File: src/rtl/iob_gpio_max_seq.sv
// Burst sequencer for the GPIO byte-maximum datapath: two-stage lane-max pipeline with index tracking.
// Define IOB_GPIO_MAX_SEQ_MIN_EN to add a parallel running-minimum output (min_o).
module iob_gpio_max_seq #(
  parameter int unsigned DATA_W = 32,
  parameter int unsigned CNT_W  = 16
) (
  input  logic              clk,
  input  logic              arst_n,
  input  logic              start,
  input  logic [CNT_W-1:0]  len,
  input  logic              clear,
  input  logic              in_valid,
  input  logic [DATA_W-1:0] in_data,
  output logic              in_ready,
  output logic              busy,
  output logic              done,
  output logic [7:0]        max_o,
`ifdef IOB_GPIO_MAX_SEQ_MIN_EN
  output logic [7:0]        min_o,
`endif
  output logic [CNT_W-1:0]  max_idx,
  output logic [CNT_W-1:0]  count
);

  localparam int unsigned Lanes = DATA_W / 8;
  localparam logic [CNT_W-1:0] CntOne = 1;

  typedef enum logic [1:0] {StIdle, StRun, StFlush} state_e;

  state_e           state_q, state_d;
  logic [CNT_W-1:0] len_q, len_d;
  logic [CNT_W-1:0] count_q, count_d;
  logic [CNT_W-1:0] max_idx_q, max_idx_d;
  logic [CNT_W-1:0] s1_idx_q, s1_idx_d;
  logic [7:0]       max_q, max_d;
  logic [7:0]       s1_max_q, s1_max_d;
  logic             s1_valid_q, s1_valid_d;
  logic             done_q, done_d;
  logic [7:0]       lane_max;
  logic             hs;
`ifdef IOB_GPIO_MAX_SEQ_MIN_EN
  logic [7:0]       min_q, min_d;
  logic [7:0]       s1_min_q, s1_min_d;
  logic [7:0]       lane_min;
`endif

  assign hs = (state_q == StRun) && in_valid;

  // Stage-1 reduction across the byte lanes of the incoming word.
  always_comb begin
    lane_max = '0;
`ifdef IOB_GPIO_MAX_SEQ_MIN_EN
    lane_min = 8'hFF;
`endif
    for (int unsigned i = 0; i < Lanes; i++) begin
      if (in_data[8*i +: 8] > lane_max) lane_max = in_data[8*i +: 8];
`ifdef IOB_GPIO_MAX_SEQ_MIN_EN
      if (in_data[8*i +: 8] < lane_min) lane_min = in_data[8*i +: 8];
`endif
    end
  end

  always_comb begin
    state_d    = state_q;
    len_d      = len_q;
    count_d    = count_q;
    max_d      = max_q;
    max_idx_d  = max_idx_q;
    s1_max_d   = s1_max_q;
    s1_idx_d   = s1_idx_q;
    s1_valid_d = 1'b0;
    done_d     = 1'b0;
`ifdef IOB_GPIO_MAX_SEQ_MIN_EN
    min_d      = min_q;
    s1_min_d   = s1_min_q;
`endif

    // Stage 2: strictly-greater update keeps the earliest index on ties.
    if (s1_valid_q && (s1_max_q > max_q)) begin
      max_d     = s1_max_q;
      max_idx_d = s1_idx_q;
    end
`ifdef IOB_GPIO_MAX_SEQ_MIN_EN
    if (s1_valid_q && (s1_min_q < min_q)) min_d = s1_min_q;
`endif

    case (state_q)
      StIdle: begin
        if (start) begin
          len_d     = len;
          count_d   = '0;
          max_d     = '0;
          max_idx_d = '0;
`ifdef IOB_GPIO_MAX_SEQ_MIN_EN
          min_d     = 8'hFF;
`endif
          state_d   = (len == '0) ? StFlush : StRun;
        end
      end
      StRun: begin
        if (hs) begin
          s1_valid_d = 1'b1;
          s1_max_d   = lane_max;
          s1_idx_d   = count_q;
`ifdef IOB_GPIO_MAX_SEQ_MIN_EN
          s1_min_d   = lane_min;
`endif
          count_d    = count_q + CntOne;
          if (count_q == len_q - CntOne) state_d = StFlush;
        end
      end
      StFlush: begin
        // Stage 2 consumes the last stage-1 value on this same edge.
        state_d = StIdle;
        done_d  = 1'b1;
      end
      default: state_d = StIdle;
    endcase

    if (clear) begin
      state_d    = StIdle;
      count_d    = '0;
      max_d      = '0;
      max_idx_d  = '0;
      s1_valid_d = 1'b0;
      done_d     = 1'b0;
`ifdef IOB_GPIO_MAX_SEQ_MIN_EN
      min_d      = 8'hFF;
`endif
    end
  end

  always_ff @(posedge clk or negedge arst_n) begin
    if (!arst_n) begin
      state_q    <= StIdle;
      len_q      <= '0;
      count_q    <= '0;
      max_q      <= '0;
      max_idx_q  <= '0;
      s1_max_q   <= '0;
      s1_idx_q   <= '0;
      s1_valid_q <= 1'b0;
      done_q     <= 1'b0;
`ifdef IOB_GPIO_MAX_SEQ_MIN_EN
      min_q      <= 8'hFF;
      s1_min_q   <= 8'hFF;
`endif
    end else begin
      state_q    <= state_d;
      len_q      <= len_d;
      count_q    <= count_d;
      max_q      <= max_d;
      max_idx_q  <= max_idx_d;
      s1_max_q   <= s1_max_d;
      s1_idx_q   <= s1_idx_d;
      s1_valid_q <= s1_valid_d;
      done_q     <= done_d;
`ifdef IOB_GPIO_MAX_SEQ_MIN_EN
      min_q      <= min_d;
      s1_min_q   <= s1_min_d;
`endif
    end
  end

  assign in_ready = (state_q == StRun);
  assign busy     = (state_q != StIdle);
  assign done     = done_q;
  assign max_o    = max_q;
  assign max_idx  = max_idx_q;
  assign count    = count_q;
`ifdef IOB_GPIO_MAX_SEQ_MIN_EN
  assign min_o    = min_q;
`endif

endmodule

File: config.mk
export PLATFORM = sky130hd
export DESIGN_NAME = iob_gpio_max_seq
export DESIGN_NICKNAME = d
export VERILOG_FILES = /design/src/rtl/iob_gpio_max_seq.sv
export SDC_FILE = /design/constraint.sdc
export NUM_CORES = 1
export LEC_CHECK = 0
export ABC_AREA = 0
export ABC_CLOCK_PERIOD_IN_PS = 2200
export BUFFER_PORTS_ARGS = -buffer_cell sky130_fd_sc_hd__buf_2
export CORE_MARGIN = 2
export CORE_UTILIZATION = 30
export CTS_CLUSTER_SIZE = 20
export DETAILED_ROUTE_END_ITERATION = 8
export PLACE_DENSITY_LB_ADDON = 0.12
export SLEW_MARGIN = 20
export SYNTH_ARGS = -nofsm -noshare
export SYNTH_HDL_FRONTEND = slang
export SYNTH_SLANG_ARGS = --single-unit
File: constraint.sdc
create_clock -name clk -period 2.2 [get_ports clk]
set_clock_uncertainty 0.1 [all_clocks]
set_input_delay 0.22 -clock clk [delete_from_list [all_inputs] [get_ports clk]]
set_output_delay 0.22 -clock clk [all_outputs]
set_load 0.02 [all_outputs]
* Word-level counts from Yosys, hierarchy flattened *
Index checks and enable logic that the tools add are counted.

storage, ports and cells
  logic and storage cells = 59
  bits in read-only memories = 0
  output and inout port bits = 43
  memories = 0
  bits in latches = 0
  bits in registers = 84
  RAM bits = 0

operators by class
  $mul = 0
  $add $sub $neg = 2
  shift-type cells = 0
  bitwise logic cells = 0
  eq/ne operators = 6
  reduce and logical (&&, ||, !) cells = 10
  $lt $le $gt $ge = 5
  div/mod/pow operators = 0
  muxes and demuxes = 27

operators with widths
  cell                   count
  $mux 16                7
  $mux 8                 8
  $gt 8x8->1             4
  $pmux 16 s2            1
  $add 16x1->16 const B  1
  $eq 16x16->1           1
  $logic_not 16->1       1
  $sub 16x1->16 const B  1
  $mux 2                 5
  $gt 8x1->1 const B     1
  $ne 3x2->1 const B     2
  $reduce_and 3->1       2
  $mux 1                 5
  $pmux 2 s2             1
  $reduce_and 2->1       2
  $ne 3x3->1 const B     1
  $reduce_bool 3->1      1
  $eq 2x1->1 const B     1
  $eq 2x2->1 const B     1
  $logic_and 1x1->1      2
  $logic_not 2->1        1
  $reduce_bool 2->1      1

* Logic depth before layout (Yosys ltp) *
  depth in word-level cells = 8
  depth in mapped cells = 25

* Least setup slack after synthesis *
OpenSTA, ideal clock, no wires.

  path kind = input port to flip-flop
  start = input port in_data[7]
  end = register s1_max_q[5]
  path buffers = 4
  setup slack = -2.847 ns
  stages on the path = 23
  arrival = 4.814 ns
  cells stage by stage = inv_1 ha_1 nand4_1 or2_2 clkbuf_1 a21bo_2 clkbuf_1 a21oi_1 ha_1 nor2b_1 o211ai_1 a21oi_1 o21ai_1 clkbuf_1 o21bai_1 ha_1 a21o_1 a21oi_1 nor2b_1 o32ai_1 clkbuf_1 a2bb2oi_1 o21ai_0

on the way
  cells in the longest elaborated chain, start to end = 8

RTL lines
  element                 line  text
  start: declaration      13    input logic [DATA_W-1:0] in_data,
  $gt 8x1->1              56    if (in_data[8*i +: 8] > lane_max) lane_max = in_data[8*i +: 8];
  $mux 8 (*)              56
  $gt 8x8->1              56
  $mux 8 (*)              56
  $gt 8x8->1              56
  $mux 8 (*)              56
  $gt 8x8->1              56
  $mux 8 (*)              56
  end signal: assignment  154   s1_max_q <= s1_max_d;
  end: declaration        36    logic [7:0] s1_max_q, s1_max_d;

Mark *: on every way between the ends. The rest lies on a longest branch, timed or not.
A chain may end at the register's enable or synchronous reset.

* Final worst setup path *
  start = input port in_data[6]
  end = register s1_max_q[1]

The elaborated chain is that of the path after synthesis.

==> run metrics <==
status finished, violations left; failing checks negative setup slack; clock sink count 84; Ports 96; nets roughly 860; Crit. End Element flip-flop; startpoint types primary input; Max Clk Rate between 0.2 and 0.25 GHz; Routed WL around 16000 µm; crit path time final slightly above 4 ns; post-placement cell count between 900 and 1000; Avg Synthesized Cell Area between 9 and 10 µm²; TNS Setup -15.53 ns; Total GRT Usage 0.177; Peak VDD IR between 300 and 400 µV; Worst Path Max Fanout 8; H-tree Lvls 3; layout cells sized above 1 0.381; CP max stage cell o32ai_2; final hold vios 0; FF-to-FF setup slack -0.14 ns; number of iterations in the first detailed-routing pass 4; count leader, synth nand2_1; antenna fix cells 0; Synth Register Bits 84; reg2reg path depth 6; Cells after Synth between 500 and 600; Via Count about 4800; RSZ-0062 raised after global routing true; Die Height about 140 µm; Util after Layout 0.432; core footprint 17200 µm²; Die Span X 136 µm; die footprint between 15000 and 20000 µm²; Root Driver clkbuf_16; delay-heaviest family, CP compound AO/OA/AOI/OAI gates; Worst Hold Path EP len_q[3]; gpl congestion between 0.8 and 0.9; post-synth net total 670; Hold Crit Class in -> reg; Critical Path Max Stage Delay between 0.3 and 0.4 ns; Starting DRT DRC Count approximately 190; synthesized cell area between 5000 and 6000 µm²; leak pwr approximately 3.4 nW; ys flop type dfrtp_1; area grow syn2layout 41.4%; sequential share of the synthesized area 0.400; # rows 48; IO buf count 95; Setup WS post-layout -1.95 ns; Req. time, crit path between 2 and 2.5 ns; Crit Path Category in -> reg; Final HPWL DP roughly 12000 µm; Rel. slew slack 0.334; Initial Util 0.306; reg-to-reg startpoint len_q[3]; Max-Cap Viols 0; first-pass GRT wire length roughly 26000 µm; Levels on crit path 22; worst path bufs/invs 3; filler cell count roughly 1700; vias in the first global route 5052; crit-path cells buf_2 > inv_2 > ha_4 > nand4_1 > a211o_4 > a21bo_4 > a21oi_2 > ha_1 > nor2b_1 > o211ai_1 > a21oi_2 > o21a_4 > a211oi_4 > o21bai_4 > ha_4 > nor2b_4 > o211ai_1 > a21oi_1 > o32ai_2 > buf_4 > a2bb2oi_2 > o21ai_2; Critical Path Source in_data[6]; Antenna Nets Post-Route 0; Crit path arrival time roughly 4.3 ns; largest net degree at the start of global routing 49; Clk pin slew, worst setup/hold paths approximately 0.070 ns; worst reg2reg path endpoint state_q[0]; asr flop ratio synth 1.00; yosys synthesis warning count 0; Place WS -2.56 ns; Post-synth EDFFs 0; max-slew violations 0; Synth top cells by count 122 x nand2_1, 84 x dfrtp_1, 34 x ha_1; gr ovfl total 0; Unique masters post-synth 50; Area contributors post-synth dfrtp_1 40%, nand2_1 8.7%, ha_1 8.1%; pin slew with the least headroom to its limit 0.997 ns; area of the multi-input gates around 3200 µm²; DRC viols 0; share of the synthesized area in the top cell type 0.400; Clock Latency Late Sink 0.34 ns; PwrDens 658 nW/µm²; drt via density roughly 4.8; FF+latch area 2100 µm²; Final setup viols 10; fin crit share 1.88; post-route insts no fill ~1000; Hold Startpoint len[3]; Total Power 0.00488 W; Worst Hold Depth 2; DR WL/cell 15.5 µm; initial antenna violation count 0; TritonCTS clock tree done; CTS Buffer Depth 2; cell accounting for the most synthesized area dfrtp_1; cts bufs inserted 9
## power breakdown
part	switching, W	internal [W]	total (W)	leakage (nW)
Combinational	0.000783	0.000838	0.00162	2.16
Sequential	0.000121	0.00166	0.00178	1.12
Clock	0.000651	0.000834	0.00149	0.139
Total	0.00156	0.00333	0.00488	3.42
## sequential cells by signal, indices dropped and copies added (netlist names)
register / cells
len_q: 16
max_idx: 16
done: 1
max_o: 8
s1_max_q: 8
state_q: 2
s1_idx_q: 16
s1_valid_q: 1
count: 16
## cells in the final DEF, fill, tap and decap left out, drive strengths merged, types with 8 or more instances in the layout
cell,Yosys,layout
o21bai,9,9
o21ai,26,26
a211oi,11,11
nand4,22,22
mux2,13,13
clkbuf,24,12
nor3,8,8
a21oi,32,32
nor2,26,26
dfrtp,84,84
nand2,122,122
o211ai,10,10
nor4,9,9
buf,7,206
nand3,8,8
mux2i,25,25
xnor2,18,18
inv,27,27
ha,34,34
xor2,14,14
## per-stage QoR
| step | hold WS [ns] | cell area [µm²] |
|---|---|---|
| floorplan | -0.176 | 5390 |
| global placement | 0.0996 | 6700 |
| detailed placement | 0.105 | 6700 |
| CTS | 0.0000931 | 7330 |
| global route | 0.0100 | 7430 |
| finish | 0.0167 | 7430 |
## metal layers
| metal | GRT usage | vias up | routed length, µm |
|---|---|---|---|
| met5 | 0 | - | 0 |
| met4 | 0.0544 | 0 | 175 |
| met3 | 0.0295 | 12 | 605 |
| met2 | 0.283 | 89 | 7080 |
| met1 | 0.246 | 2301 | 7710 |
| li1 | - | 2433 | - |
## how the worst max path moves through the flow
stage,end,slack [ns]
after global placement,s1_max_q[1],-2.39
after floorplan,s1_max_q[6],-2.33
after global routing,s1_max_q[1],-2.20
final,s1_max_q[1],-1.95
after detailed placement,s1_max_q[1],-2.56
after CTS,s1_max_q[1],-1.95
## repair_timing
action,4_1_cts,5_1_grt
endpoints found under the setup margin,10,31
hold buffers,4,0
resized for setup,38,14
buffers inserted,15,1
hold endpoints to repair,34,0
cloned,2,0
pin swaps,26,21
## cells by family after synthesis
family | Yosys count | synth area share
fa+ha+maj | 34 | 0.0810
compound gates | 110 | 0.135
buf+inv | 58 | 0.0465
simple gates | 227 | 0.208
xor+xnor | 32 | 0.0534
mux | 38 | 0.0755
flops | 84 | 0.400
## cell type report
type / count / share of cell area
Tap cell: 225 / 0.0379
Multi-Input combinational cell: 442 / 0.436
Inverter: 27 / 0.0147
Clock buffer: 12 / 0.0345
Clock inverter: 4 / 0.00455
Sequential cell: 84 / 0.283
Timing Repair Buffer: 210 / 0.189
(Power assumes the default switching activity.)
